==> config.mk <==
export PLATFORM = sky130hd
export DESIGN_NAME = fib_datapath_flat
export DESIGN_NICKNAME = d
export VERILOG_FILES = /design/src/rtl/fib_datapath_pkg.sv /design/src/rtl/fib_datapath_if.sv /design/src/rtl/fib_datapath_regfile.sv /design/src/rtl/fib_datapath.sv /design/src/flat_wrapper.sv
export SDC_FILE = /design/constraint.sdc
export NUM_CORES = 1
export LEC_CHECK = 0
export CORE_ASPECT_RATIO = 0.5
export CORE_MARGIN = 5
export CORE_UTILIZATION = 47
export CTS_BUF_LIST = sky130_fd_sc_hd__clkbuf_4 sky130_fd_sc_hd__clkbuf_8 sky130_fd_sc_hd__clkbuf_16
export DETAILED_ROUTE_END_ITERATION = 7
export GPL_TIMING_DRIVEN = 0
export PLACE_DENSITY = 0.7
export SLEW_MARGIN = 20
export SYNTH_ARGS = -nofsm -noshare
export SYNTH_HDL_FRONTEND = slang
export SYNTH_SLANG_ARGS = --single-unit
export TNS_END_PERCENT = 100
==> constraint.sdc <==
create_clock -name clk -period 8.4 [get_ports clk]
set_clock_uncertainty 0.15 [all_clocks]
set_input_delay 2.52 -clock clk [delete_from_list [all_inputs] [get_ports clk]]
set_output_delay 2.52 -clock clk [all_outputs]
set_load 0.02 [all_outputs]
==> src/rtl/fib_datapath_pkg.sv <==
// Shared definitions for the Fibonacci datapath slice.
//   - data width and register count
//   - ALU opcode set shared with the sequencer FSM
//   - buffCtrl bit indices and write-bus source encodings
//   - ALU flag word layout {C,L,F,Z,N}
package fib_datapath_pkg;

  localparam int WIDTH  = 16;
  localparam int NREGS  = 16;
  localparam int RSEL_W = $clog2(NREGS);

  typedef logic [7:0] alu_op_t;

  localparam alu_op_t OP_NOP = 8'h00;
  localparam alu_op_t OP_ADD = 8'h01;
  localparam alu_op_t OP_SUB = 8'h02;
  localparam alu_op_t OP_AND = 8'h03;
  localparam alu_op_t OP_OR  = 8'h04;
  localparam alu_op_t OP_XOR = 8'h05;
  localparam alu_op_t OP_MOV = 8'h06;

  // buffCtrl bit indices
  localparam int BC_IMM = 0;
  localparam int BC_ALU = 1;
  localparam int BC_RA  = 2;
  localparam int BC_RB  = 3;

  // write-bus source field {buffCtrl[BC_ALU], buffCtrl[BC_IMM]}
  localparam logic [1:0] SRC_IMM  = 2'b01;
  localparam logic [1:0] SRC_ALU  = 2'b10;
  localparam logic [1:0] SRC_BOTH = 2'b11;

  // flag word, MSB first: C(4) L(3) F(2) Z(1) N(0)
  typedef struct packed {
    logic c;
    logic l;
    logic f;
    logic z;
    logic n;
  } flags_t;

endpackage

==> src/rtl/fib_datapath_if.sv <==
// Control-word / status bundle between the sequencer FSM and the datapath.
//   master : sequencer side, drives the control word, observes status
//   slave  : datapath side, consumes the control word, drives status
interface fib_datapath_if;
  import fib_datapath_pkg::*;

  logic [WIDTH-1:0]  initialR;
  logic [RSEL_W-1:0] regWrite;
  logic [RSEL_W-1:0] regRead1;
  logic [RSEL_W-1:0] regRead2;
  alu_op_t           ALUOp;
  logic [3:0]        buffCtrl;
  logic              regReset;
  logic              regWriteEn;

  logic [WIDTH-1:0]  result;
  flags_t            flags;
  logic              ovfSticky;
  logic              busErr;
  logic              wbValid;

  modport master (
    output initialR, regWrite, regRead1, regRead2, ALUOp, buffCtrl, regReset, regWriteEn,
    input  result, flags, ovfSticky, busErr, wbValid
  );

  modport slave (
    input  initialR, regWrite, regRead1, regRead2, ALUOp, buffCtrl, regReset, regWriteEn,
    output result, flags, ovfSticky, busErr, wbValid
  );

endinterface

==> src/rtl/fib_datapath_regfile.sv <==
// 16x16 register file for the Fibonacci datapath.
//   clk, reset        : clock, async active-low reset
//   i_clr             : sync clear of every register, wins over write
//   i_we/i_waddr/i_wdata : single synchronous write port
//   i_raddr1/2 -> o_rdata1/2 : two combinational read ports (no bypass,
//                       a same-cycle write is not visible until next cycle)
module fib_datapath_regfile
  import fib_datapath_pkg::*;
(
  input  logic              clk,
  input  logic              reset,
  input  logic              i_clr,
  input  logic              i_we,
  input  logic [RSEL_W-1:0] i_waddr,
  input  logic [WIDTH-1:0]  i_wdata,
  input  logic [RSEL_W-1:0] i_raddr1,
  input  logic [RSEL_W-1:0] i_raddr2,
  output logic [WIDTH-1:0]  o_rdata1,
  output logic [WIDTH-1:0]  o_rdata2
);

  logic [WIDTH-1:0] r_mem [NREGS];

  always_ff @(posedge clk or negedge reset) begin
    if (!reset) begin
      for (int i = 0; i < NREGS; i++) r_mem[i] <= '0;
    end else if (i_clr) begin
      for (int i = 0; i < NREGS; i++) r_mem[i] <= '0;
    end else if (i_we) begin
      r_mem[i_waddr] <= i_wdata;
    end
  end

  assign o_rdata1 = r_mem[i_raddr1];
  assign o_rdata2 = r_mem[i_raddr2];

endmodule

==> src/rtl/fib_datapath.sv <==
// Fibonacci datapath: register file, 16-bit ALU and registered write-back bus.
//   clk, reset : clock, async active-low reset clearing all state
//   bus        : slave side of fib_datapath_if
//                in : initialR, regWrite, regRead1/2, ALUOp, buffCtrl,
//                     regReset, regWriteEn
//                out: result, flags {C,L,F,Z,N}, ovfSticky, busErr, wbValid
module fib_datapath
  import fib_datapath_pkg::*;
(
  input  logic          clk,
  input  logic          reset,
  fib_datapath_if.slave bus
);

  logic [WIDTH-1:0] w_rd1, w_rd2;
  logic [WIDTH-1:0] w_op_a, w_op_b;
  logic [WIDTH:0]   w_sum, w_diff;
  logic [WIDTH-1:0] w_alu_res;
  logic             w_alu_c, w_alu_f, w_alu_upd;
  flags_t           w_alu_flags;
  logic [1:0]       w_src;
  logic             w_src_ok, w_commit, w_alu_commit;
  logic [WIDTH-1:0] w_bus;

  logic [WIDTH-1:0] r_result;
  flags_t           r_flags;
  logic             r_ovf;
  logic             r_bus_err;
  logic             r_wb_valid;

  fib_datapath_regfile u_regfile (
    .clk      (clk),
    .reset    (reset),
    .i_clr    (bus.regReset),
    .i_we     (w_commit),
    .i_waddr  (bus.regWrite),
    .i_wdata  (w_bus),
    .i_raddr1 (bus.regRead1),
    .i_raddr2 (bus.regRead2),
    .o_rdata1 (w_rd1),
    .o_rdata2 (w_rd2)
  );

  assign w_op_a = bus.buffCtrl[BC_RA] ? w_rd1 : '0;
  assign w_op_b = bus.buffCtrl[BC_RB] ? w_rd2 : '0;

  // bit WIDTH of the extended sum is the carry; of the difference, the borrow
  assign w_sum  = {1'b0, w_op_a} + {1'b0, w_op_b};
  assign w_diff = {1'b0, w_op_a} - {1'b0, w_op_b};

  always_comb begin
    w_alu_res = '0;
    w_alu_c   = 1'b0;
    w_alu_f   = 1'b0;
    w_alu_upd = 1'b1;
    case (bus.ALUOp)
      OP_ADD: begin
        w_alu_res = w_sum[WIDTH-1:0];
        w_alu_c   = w_sum[WIDTH];
        w_alu_f   = (w_op_a[WIDTH-1] == w_op_b[WIDTH-1]) &&
                    (w_sum[WIDTH-1] != w_op_a[WIDTH-1]);
      end
      OP_SUB: begin
        w_alu_res = w_diff[WIDTH-1:0];
        w_alu_c   = w_diff[WIDTH];
        w_alu_f   = (w_op_a[WIDTH-1] != w_op_b[WIDTH-1]) &&
                    (w_diff[WIDTH-1] != w_op_a[WIDTH-1]);
      end
      OP_AND:  w_alu_res = w_op_a & w_op_b;
      OP_OR:   w_alu_res = w_op_a | w_op_b;
      OP_XOR:  w_alu_res = w_op_a ^ w_op_b;
      OP_MOV:  w_alu_res = w_op_b;
      OP_NOP:  w_alu_upd = 1'b0;
      // unknown opcodes behave exactly like NOP
      default: w_alu_upd = 1'b0;
    endcase
  end

  always_comb begin
    w_alu_flags   = '0;
    w_alu_flags.c = w_alu_c;
    w_alu_flags.l = (w_op_a < w_op_b);
    w_alu_flags.f = w_alu_f;
    w_alu_flags.z = (w_alu_res == '0);
    w_alu_flags.n = w_alu_res[WIDTH-1];
  end

  assign w_src    = {bus.buffCtrl[BC_ALU], bus.buffCtrl[BC_IMM]};
  assign w_src_ok = (w_src == SRC_IMM) || (w_src == SRC_ALU);

  always_comb begin
    w_bus = '0;
    case (w_src)
      SRC_IMM: w_bus = bus.initialR;
      SRC_ALU: w_bus = w_alu_res;
      default: w_bus = '0;
    endcase
  end

  assign w_commit     = bus.regWriteEn && !bus.regReset && w_src_ok;
  assign w_alu_commit = w_commit && (w_src == SRC_ALU);

  always_ff @(posedge clk or negedge reset) begin
    if (!reset) begin
      r_result   <= '0;
      r_flags    <= '0;
      r_ovf      <= 1'b0;
      r_bus_err  <= 1'b0;
      r_wb_valid <= 1'b0;
    end else begin
      r_bus_err  <= (w_src == SRC_BOTH);
      r_wb_valid <= w_commit;
      if (bus.regReset) begin
        r_flags <= '0;
        r_ovf   <= 1'b0;
      end else if (w_commit) begin
        r_result <= w_bus;
        if (w_alu_commit && w_alu_upd) r_flags <= w_alu_flags;
        if (w_alu_commit && (bus.ALUOp == OP_ADD) && w_alu_c) r_ovf <= 1'b1;
      end
    end
  end

  assign bus.result    = r_result;
  assign bus.flags     = r_flags;
  assign bus.ovfSticky = r_ovf;
  assign bus.busErr    = r_bus_err;
  assign bus.wbValid   = r_wb_valid;

endmodule

==> src/flat_wrapper.sv <==
// flat-port wrapper written by rule: the top's interface ports become plain ports
module fib_datapath_flat import fib_datapath_pkg::*;
  (clk, reset, bus_initialR, bus_regWrite, bus_regRead1, bus_regRead2, bus_ALUOp, bus_buffCtrl, bus_regReset, bus_regWriteEn, bus_result, bus_flags, bus_ovfSticky, bus_busErr, bus_wbValid);
  fib_datapath_if bus_i ();
  input  logic clk;
  input  logic reset;
  input wire logic [$bits(bus_i.initialR)-1:0] bus_initialR;
  input wire logic [$bits(bus_i.regWrite)-1:0] bus_regWrite;
  input wire logic [$bits(bus_i.regRead1)-1:0] bus_regRead1;
  input wire logic [$bits(bus_i.regRead2)-1:0] bus_regRead2;
  input wire logic [$bits(bus_i.ALUOp)-1:0] bus_ALUOp;
  input wire logic [$bits(bus_i.buffCtrl)-1:0] bus_buffCtrl;
  input wire logic [$bits(bus_i.regReset)-1:0] bus_regReset;
  input wire logic [$bits(bus_i.regWriteEn)-1:0] bus_regWriteEn;
  output wire logic [$bits(bus_i.result)-1:0] bus_result;
  output wire logic [$bits(bus_i.flags)-1:0] bus_flags;
  output wire logic [$bits(bus_i.ovfSticky)-1:0] bus_ovfSticky;
  output wire logic [$bits(bus_i.busErr)-1:0] bus_busErr;
  output wire logic [$bits(bus_i.wbValid)-1:0] bus_wbValid;
  assign bus_i.initialR = bus_initialR;
  assign bus_i.regWrite = bus_regWrite;
  assign bus_i.regRead1 = bus_regRead1;
  assign bus_i.regRead2 = bus_regRead2;
  assign bus_i.ALUOp = bus_ALUOp;
  assign bus_i.buffCtrl = bus_buffCtrl;
  assign bus_i.regReset = bus_regReset;
  assign bus_i.regWriteEn = bus_regWriteEn;
  assign bus_result = bus_i.result;
  assign bus_flags = bus_i.flags;
  assign bus_ovfSticky = bus_i.ovfSticky;
  assign bus_busErr = bus_i.busErr;
  assign bus_wbValid = bus_i.wbValid;
  fib_datapath u_core (.clk(clk), .reset(reset), .bus(bus_i));
endmodule
==> results of run 1 <==
metal layers:
layer  track usage, %  wire length [um]
met5                0                 0
met4             5.51              1480
met3             17.9             12500
met2             44.9             28400
met1             44.1             27300
final cells by class:
| cell class | instances | area [um2] | area share, % |
|---|---|---|---|
| clock buffer | 37 | 787 | 3.78 |
| buffer | 152 | 688 | 3.31 |
| sequential | 280 | 7010 | 33.7 |
| inverter | 61 | 229 | 1.10 |
| multi-input combinational | 1266 | 10600 | 50.8 |
| tap | 530 | 663 | 3.19 |
| clock inverter | 14 | 178 | 0.853 |
| timing repair buffer | 65 | 698 | 3.35 |
| antenna | 1 | 2.50 | 0.0120 |
registers in the layout, indices dropped and copies added, names as in the netlist:
register	count
u_core.bus.result	16
u_core.bus.ovfSticky	1
u_core.bus.busErr	1
u_core.u_regfile.r_mem	256
u_core.bus.flags	5
u_core.bus.wbValid	1
kinds of logic after synthesis:
family	after synthesis
AOI/OAI and AO/OA	501
muxes	190
xor gates and xnor gates	10
and+or+nand+nor	511
adders and majority gates	54
buffers and inverters	213
DFF	280
report_power, final:
group	total (mW)	internal [mW]	switching, mW
logic	0.451	0.156	0.295
clock network	1.34	0.757	0.580
registers	1.37	1.36	0.0113
total	3.16	2.27	0.886
critical path: cells and delay by family:
family / cells / cell delay, ns
buffers and inverters: 5 / 1.69
AND/OR/NAND/NOR: 3 / 0.79
AO/OA/AOI/OAI: 5 / 2.07
adder cells (fa/ha/maj): 1 / 0.23
multiplexers: 3 / 1.12
XOR/XNOR: 1 / 0.13
what timing repair did:
| item | CTS | global route |
|---|---|---|
| buffers inserted | 0 | 2 |
| pin swaps | 0 | 1 |
| setup endpoints to repair | 40 | 127 |
| resized for setup | 5 | 23 |
placed cells by master (no fill, tap or decap), types with 8 or more instances in the layout:
cell type,count
a22oi_1,18
a21oi_1,41
nand3b_1,182
nand2b_1,25
a221oi_1,8
buf_4,8
o21ai_2,9
clkbuf_4,12
a22o_1,33
nor3_1,23
nand2_1,114
dfrtp_1,280
o211ai_1,12
clkbuf_1,103
nand3_1,12
mux2_2,19
and2_1,9
nor2_1,79
clkbuf_16,28
inv_1,60
clkdlybuf4s50_1,58
o211a_1,15
mux2i_1,54
buf_2,19
ha_1,52
nor2b_1,12
a211oi_1,35
o31ai_1,10
o21ai_0,216
xnor2_1,8
mux4_2,117
a21o_1,16
how the worst max path moves through the flow:
| stage | start | end | slack, ns | cells past startpoint |
|---|---|---|---|---|
| 2_1_floorplan | bus_regRead1[0] | u_core.u_regfile.r_mem[110] | 0.89 | 16 |
| 3_3_place_gp | reset | u_core.bus.flags[3] | -7.58 | 1 |
| 3_5_place_dp | bus_regRead2[3] | u_core.u_regfile.r_mem[75] | -0.86 | 20 |
| 4_1_cts | bus_regRead2[3] | u_core.u_regfile.r_mem[60] | 0.005 | 21 |
| 5_1_grt | bus_regRead2[3] | u_core.u_regfile.r_mem[171] | 0.02 | 20 |
| 6_report | bus_regRead2[3] | u_core.u_regfile.r_mem[117] | 0.12 | 18 |
per-stage QoR:
stage          util [%]  worst slack [ns]
3_5_place_dp       50.9            -0.856
2_1_floorplan         -             0.892
3_3_place_gp       50.7             -7.58
5_1_grt            53.7            0.0208
6_report           53.7             0.125
4_1_cts            53.5           0.00507
==> summary.txt, run 1 <==
Logic synthesis
  – Yosys top cell area share: between 30% and 40%
  – Synth warn: 0
  – Avg Inst Size Synth: between 10 and 15 um2
  – Flops & latches, synth: between 200 and 300
  – Post-synthesis mux area share: a little under a fifth
  – Post-synthesis compound-gate area fraction: a little under a fifth
  – Top cells by count, synth: dfrtp_1, o21ai_0, nand3b_1
  – Post-synthesis adder-cell area fraction: 3.76%
  – Post-synth EDFFs: 0
  – Main combinational cell family by area after synthesis: multiplexers
  – Async set-reset flop share out of synthesis: between 90% and 100%
  – Synth area leader: dfrtp_1
  – Netlist cell types: 87
  – Most frequent cell after synthesis: dfrtp_1
  – Synth top area cells: dfrtp_1, mux4_2, nand3b_1
  – Seq/Total Area, Yosys: 38.1%
  – Post-Syn Area: ~0.018 mm2
  – Ys flop type: dfrtp_1
  – XOR/XNOR share of the synthesized area: less than 1%
  – Simple-Gate Fraction of Synth Area: 16.1%
  – Cells after synthesis: between 1500 and 2000
  – Synth Net Count: between 1500 and 2000

CTS
  – CTS tree: built
  – Clk_lat worst skew: ~0.6 ns
  – CTS clk-pin slew, worst paths: ~0.070 ns
  – CTS Buffer Depth: 3
  – CTS Buf Count: 28
  – H-tree Lvls: 1
  – Cts hold-fix bufs: 0
  – CTS Sinks: 280
  – Clk Tree Root Cell: clkbuf_16

Timing
  – Relative slew slack: 19.7%
  – Setup TNS: 0 ns
  – Period minus WS final: about 8.3 ns
  – Unrepaired setup endpoints after global routing: no
  – Final Hold Violating Endpoints: 0
  – Final period util: 98.5%
  – Achievable frequency: ~0.12 GHz
  – Hold slack: approximately 0.33 ns
  – # setup viols final: 0
  – Final-report max-slew violation count: 0
  – Measured slew at the worst slew-check pin: 1.20 ns

Power
  – Cell Pwr Density: approximately 150 mW/mm2
  – Peak supply drop: approximately 0.10 mV
  – Static Leakage: between 8 and 9 nW
  – Total power: roughly 3.2 mW

Run status
  – Failing checks: DRC
  – Status: complete, but fails checks

Detailed routing
  – Antenna Violating Nets Remaining: 0
  – Vias per inst: a little under 7
  – Routed via count: between 15000 and 20000
  – # DRC: 2
  – 1st-iter DRT viols: 2516
  – Router iterations before antenna repair: 8
  – Routed WL: between 60000 and 70000 um
  – WL/cell: 29.0 um

Finish
  – Design Area, Final: approximately 0.021 mm2
  – Layout cells sized above 1: between 10 and 15%
  – Filler cell count: between 3000 and 4000
  – Area delta synth->final: 13.3%
  – Non-filler cells, final: between 2000 and 2500
  – Final nets: a little under 2000

Floorplan
  – DIE WIDTH: 290 um
  – Overall die height: around 150 um
  – Die ar.: between 0.04 and 0.05 mm2
  – Num rows: 51
  – Core area: between 0.03 and 0.04 mm2
  – Initial Utilization: 47.4%
  – I/O pin count: slightly below 70

Setup path
  – Worst EP required: between 8 and 9 ns
  – Max FO, Critical Path: 10
  – Register-to-Register Path Depth: 14
  – Most used cell, CP: buf_2
  – Crit path kind: input port to register
  – Data arrival, critical path: around 8.6 ns
  – Register-to-register path setup slack: roughly 3 ns
  – Crit path cell chain: clkdlybuf4s50_1 > buf_4 > buf_2 > buf_2 > mux4_2 > mux2i_1 > mux2_2 > or2_2 > ha_1 > clkbuf_1 > a21oi_1 > nand2_1 > a31oi_1 > xnor2_1 > a221o_1 > a22oi_1 > or2_0 > o21ai_0
  – Critical Path Max Stage Delay: ~0.8 ns
  – Worst r2r src: u_core.u_regfile.r_mem[130]
  – Nature of the critical path endpoint: register
  – R2r endpoint: u_core.u_regfile.r_mem[117]
  – CP max stage cell: a22oi_1
  – Crit start category: input port

GRT
  – Vias in the first global route: 15300
  – Initial antenna violation count: 0
  – First-pass GRT wire length: slightly above 100000 um
  – Largest net degree at the start of global routing: 100
  – GRT Total Usage: 32.0%
  – Global route total overflow: 0

Placed design
  – Hpwl dp: 53800 um
  – Gpl congestion: between 1 and 1.5
  – Placed insts: between 2000 and 2500
  – Area after DPL: 0.0197 mm2
  – IO buf count: 59

Hold path
  – Min-Delay Path Class: register to register
  – Hold endpoint: u_core.bus.result[14]
  – Number of cells on the worst hold path: 2
  – Min-delay src: u_core.bus.result[14]

Run
  – Max-Cap Viols: 0
Note: power is estimated with default switching activity, not from simulation.
==> run 2, diff against run 1 <==
CORE_UTILIZATION = 50   (was 47)
PLACE_DENSITY = 0.73   (was 0.7)
SETUP_SLACK_MARGIN = 0.5   (was unset)
==> run 2 against run 1 <==
  * The run still ends with DRC left
  * Clock power grew 3%
  * Global-route usage increased by 0.82 points
  * Final area rose by 0.57%
  * Register-to-register slack improved by 0.29 ns
  * Sequential share of layout area shrank 0.19 points
  * Via count grew 1.1%
  * Maximum frequency grew 5.5%
  * Sequential power about the same
  * Core utilization rose by 4.2 points
  * Total power grew 1.7%
  * Non-clock buffer count grew 7
  * Combinational power up 2%
  * Critical endpoint is now u_core.u_regfile.r_mem[55]
==> summary.txt, run 2 (synthesized netlist as in run 1, its figures left out) <==
GRT
  – First-pass GRT wire length: slightly above 100000 um
  – Global route total overflow: 0
  – Initial antenna violation count: 1
  – Vias in the first global route: 15400
  – GRT Total Usage: 32.8%
  – Largest net degree at the start of global routing: about 100

Floorplan
  – Overall die height: between 100 and 150 um
  – Die ar.: about 0.041 mm2
  – DIE WIDTH: about 280 um
  – Core area: between 0.03 and 0.04 mm2
  – I/O pin count: 68
  – Num rows: between 40 and 50
  – Initial Utilization: 50.9%

Run status
  – Failing checks: DRC
  – Status: complete, but fails checks

Timing
  – Period minus WS final: 7.85 ns
  – Achievable frequency: 0.127 GHz
  – Measured slew at the worst slew-check pin: approximately 1.1 ns
  – # setup viols final: 0
  – Unrepaired setup endpoints after global routing: no
  – Final Hold Violating Endpoints: 0
  – Setup TNS: 0 ns
  – Final-report max-slew violation count: 0
  – Relative slew slack: 23.0%
  – Final period util: 93.4%

Detailed routing
  – Router iterations before antenna repair: 8
  – 1st-iter DRT viols: 2539
  – Routed WL: roughly 69000 um
  – Routed via count: around 16000
  – WL/cell: a little under 30 um
  – Vias per inst: slightly below 7
  – # DRC: 1
  – Antenna Violating Nets Remaining: 0

Setup path
  – Max FO, Critical Path: 10
  – Crit path kind: input port to register
  – Worst EP required: 8.70 ns
  – Data arrival, critical path: around 8.1 ns
  – Nature of the critical path endpoint: register
  – Crit start category: input port

Finish
  – Top reg by flops: u_core.u_regfile.r_mem
  – Commonest non-fill, non-tap cell in the layout: dfrtp_1
  – Layout cells sized above 1: around 16%
  – Commonest cells after routing, fill and taps aside: dfrtp_1, o21ai_0, nand3b_1, mux4_2, nand2_1
  – Final nets: around 2000
  – Number of flip-flops under the largest register name: 256
  – Area delta synth->final: 14.0%

Run
  – Max-Cap Viols: 0

CTS
  – CTS Buf Count: 28
  – H-tree Lvls: 1
  – CTS clk-pin slew, worst paths: 0.06 ns
  – CTS Sinks: 280
  – CTS Buffer Depth: 3
  – Cts hold-fix bufs: 0
  – Clk_lat worst skew: between 0.5 and 0.6 ns
  – Clk Tree Root Cell: clkbuf_16
  – CTS tree: built

Placed design
  – Hpwl dp: 53000 um
  – IO buf count: slightly below 60
  – Gpl congestion: around 1.0

Power
  – Peak supply drop: 0.143 mV
  – Total power: between 3 and 4 mW
  – Static Leakage: roughly 9 nW
  – Cell Pwr Density: 154 mW/mm2

Hold path
  – Min-Delay Path Class: register to register
## run 2: stage by stage
step / util (%) / worst slack [ns] / hold WS [ns] / cell area [um2] / cells
2_1_floorplan: - / 0.892 / 0.311 / 18400 / 1759
3_3_place_gp: 54.2 / -7.54 / 0.309 / 19600 / 2302
3_5_place_dp: 54.5 / -0.787 / 0.315 / 19700 / 2306
4_1_cts: 57.6 / 0.508 / 0.328 / 20800 / 2361
5_1_grt: 58.0 / 0.482 / 0.352 / 20900 / 2365
6_report: 58.0 / 0.553 / 0.325 / 20900 / 2366
## run 2: area by class of cell
type / instances / area, um2
Fill cell: 3042 / 15200
Inverter: 61 / 229
Sequential cell: 280 / 7010
Buffer: 152 / 724
Antenna cell: 1 / 2.50
Clock inverter: 14 / 224
Clock buffer: 36 / 792
Tap cell: 484 / 606
Multi-Input combinational cell: 1266 / 10600
Timing Repair Buffer: 72 / 763
## run 2: critical path, stage by stage
cell	delay, ns
buf_2	0.37
buf_2	0.43
clkbuf_4	0.37
clkbuf_2	0.38
nor3_1	0.11
a211oi_1	0.22
a21oi_1	0.06
o21ai_1	0.38
inv_1	0.14
ha_1	0.34
clkbuf_2	0.26
nand2_1	0.18
and3_1	0.20
o21ai_0	0.34
o211a_1	0.26
o2111ai_1	0.20
a22oi_1	0.71
or2_0	0.46
o21ai_0	0.18
## run 2: path summary, 6_finish.rpt
path | start | end | slack (ns) | depth (start not counted)
max in group asynchronous | reset | u_core.bus.busErr | 5.22 | 3
max | bus_regRead2[1] | u_core.u_regfile.r_mem[55] | 0.55 | 19
min in group asynchronous | reset | u_core.u_regfile.r_mem[98] | 1.68 | 1
min reg2reg | u_core.bus.result[1] | u_core.bus.result[1] | 0.33 | 1
max reg2reg | u_core.u_regfile.r_mem[64] | u_core.u_regfile.r_mem[196] | 3.30 | 15
min | u_core.bus.result[1] | u_core.bus.result[1] | 0.33 | 1
## run 2: per-layer routing
layer / routed length (um) / global-route usage (%) / up-vias
met5: 9 / 0 / -
met4: 1550 / 6.24 / 2
met3: 12400 / 19.1 / 135
met2: 27800 / 44.6 / 1169
met1: 27300 / 45.8 / 8199
li1: - / - / 6869
## run 2: where the power goes
group / total, mW / leakage (nW) / switching (mW) / internal (mW)
Combinational: 0.458 / 4.41 / 0.297 / 0.161
Clock: 1.38 / 0.508 / 0.563 / 0.821
Sequential: 1.37 / 3.90 / 0.0116 / 1.36
Total: 3.22 / 8.82 / 0.871 / 2.34
## run 2: repair_timing
item,in CTS,in global routing
setup buffers,5,4
pin swaps,2,3
resized for setup,25,33
cloned,0,0
endpoints found under the setup margin,134,177
hold endpoints to repair,0,0
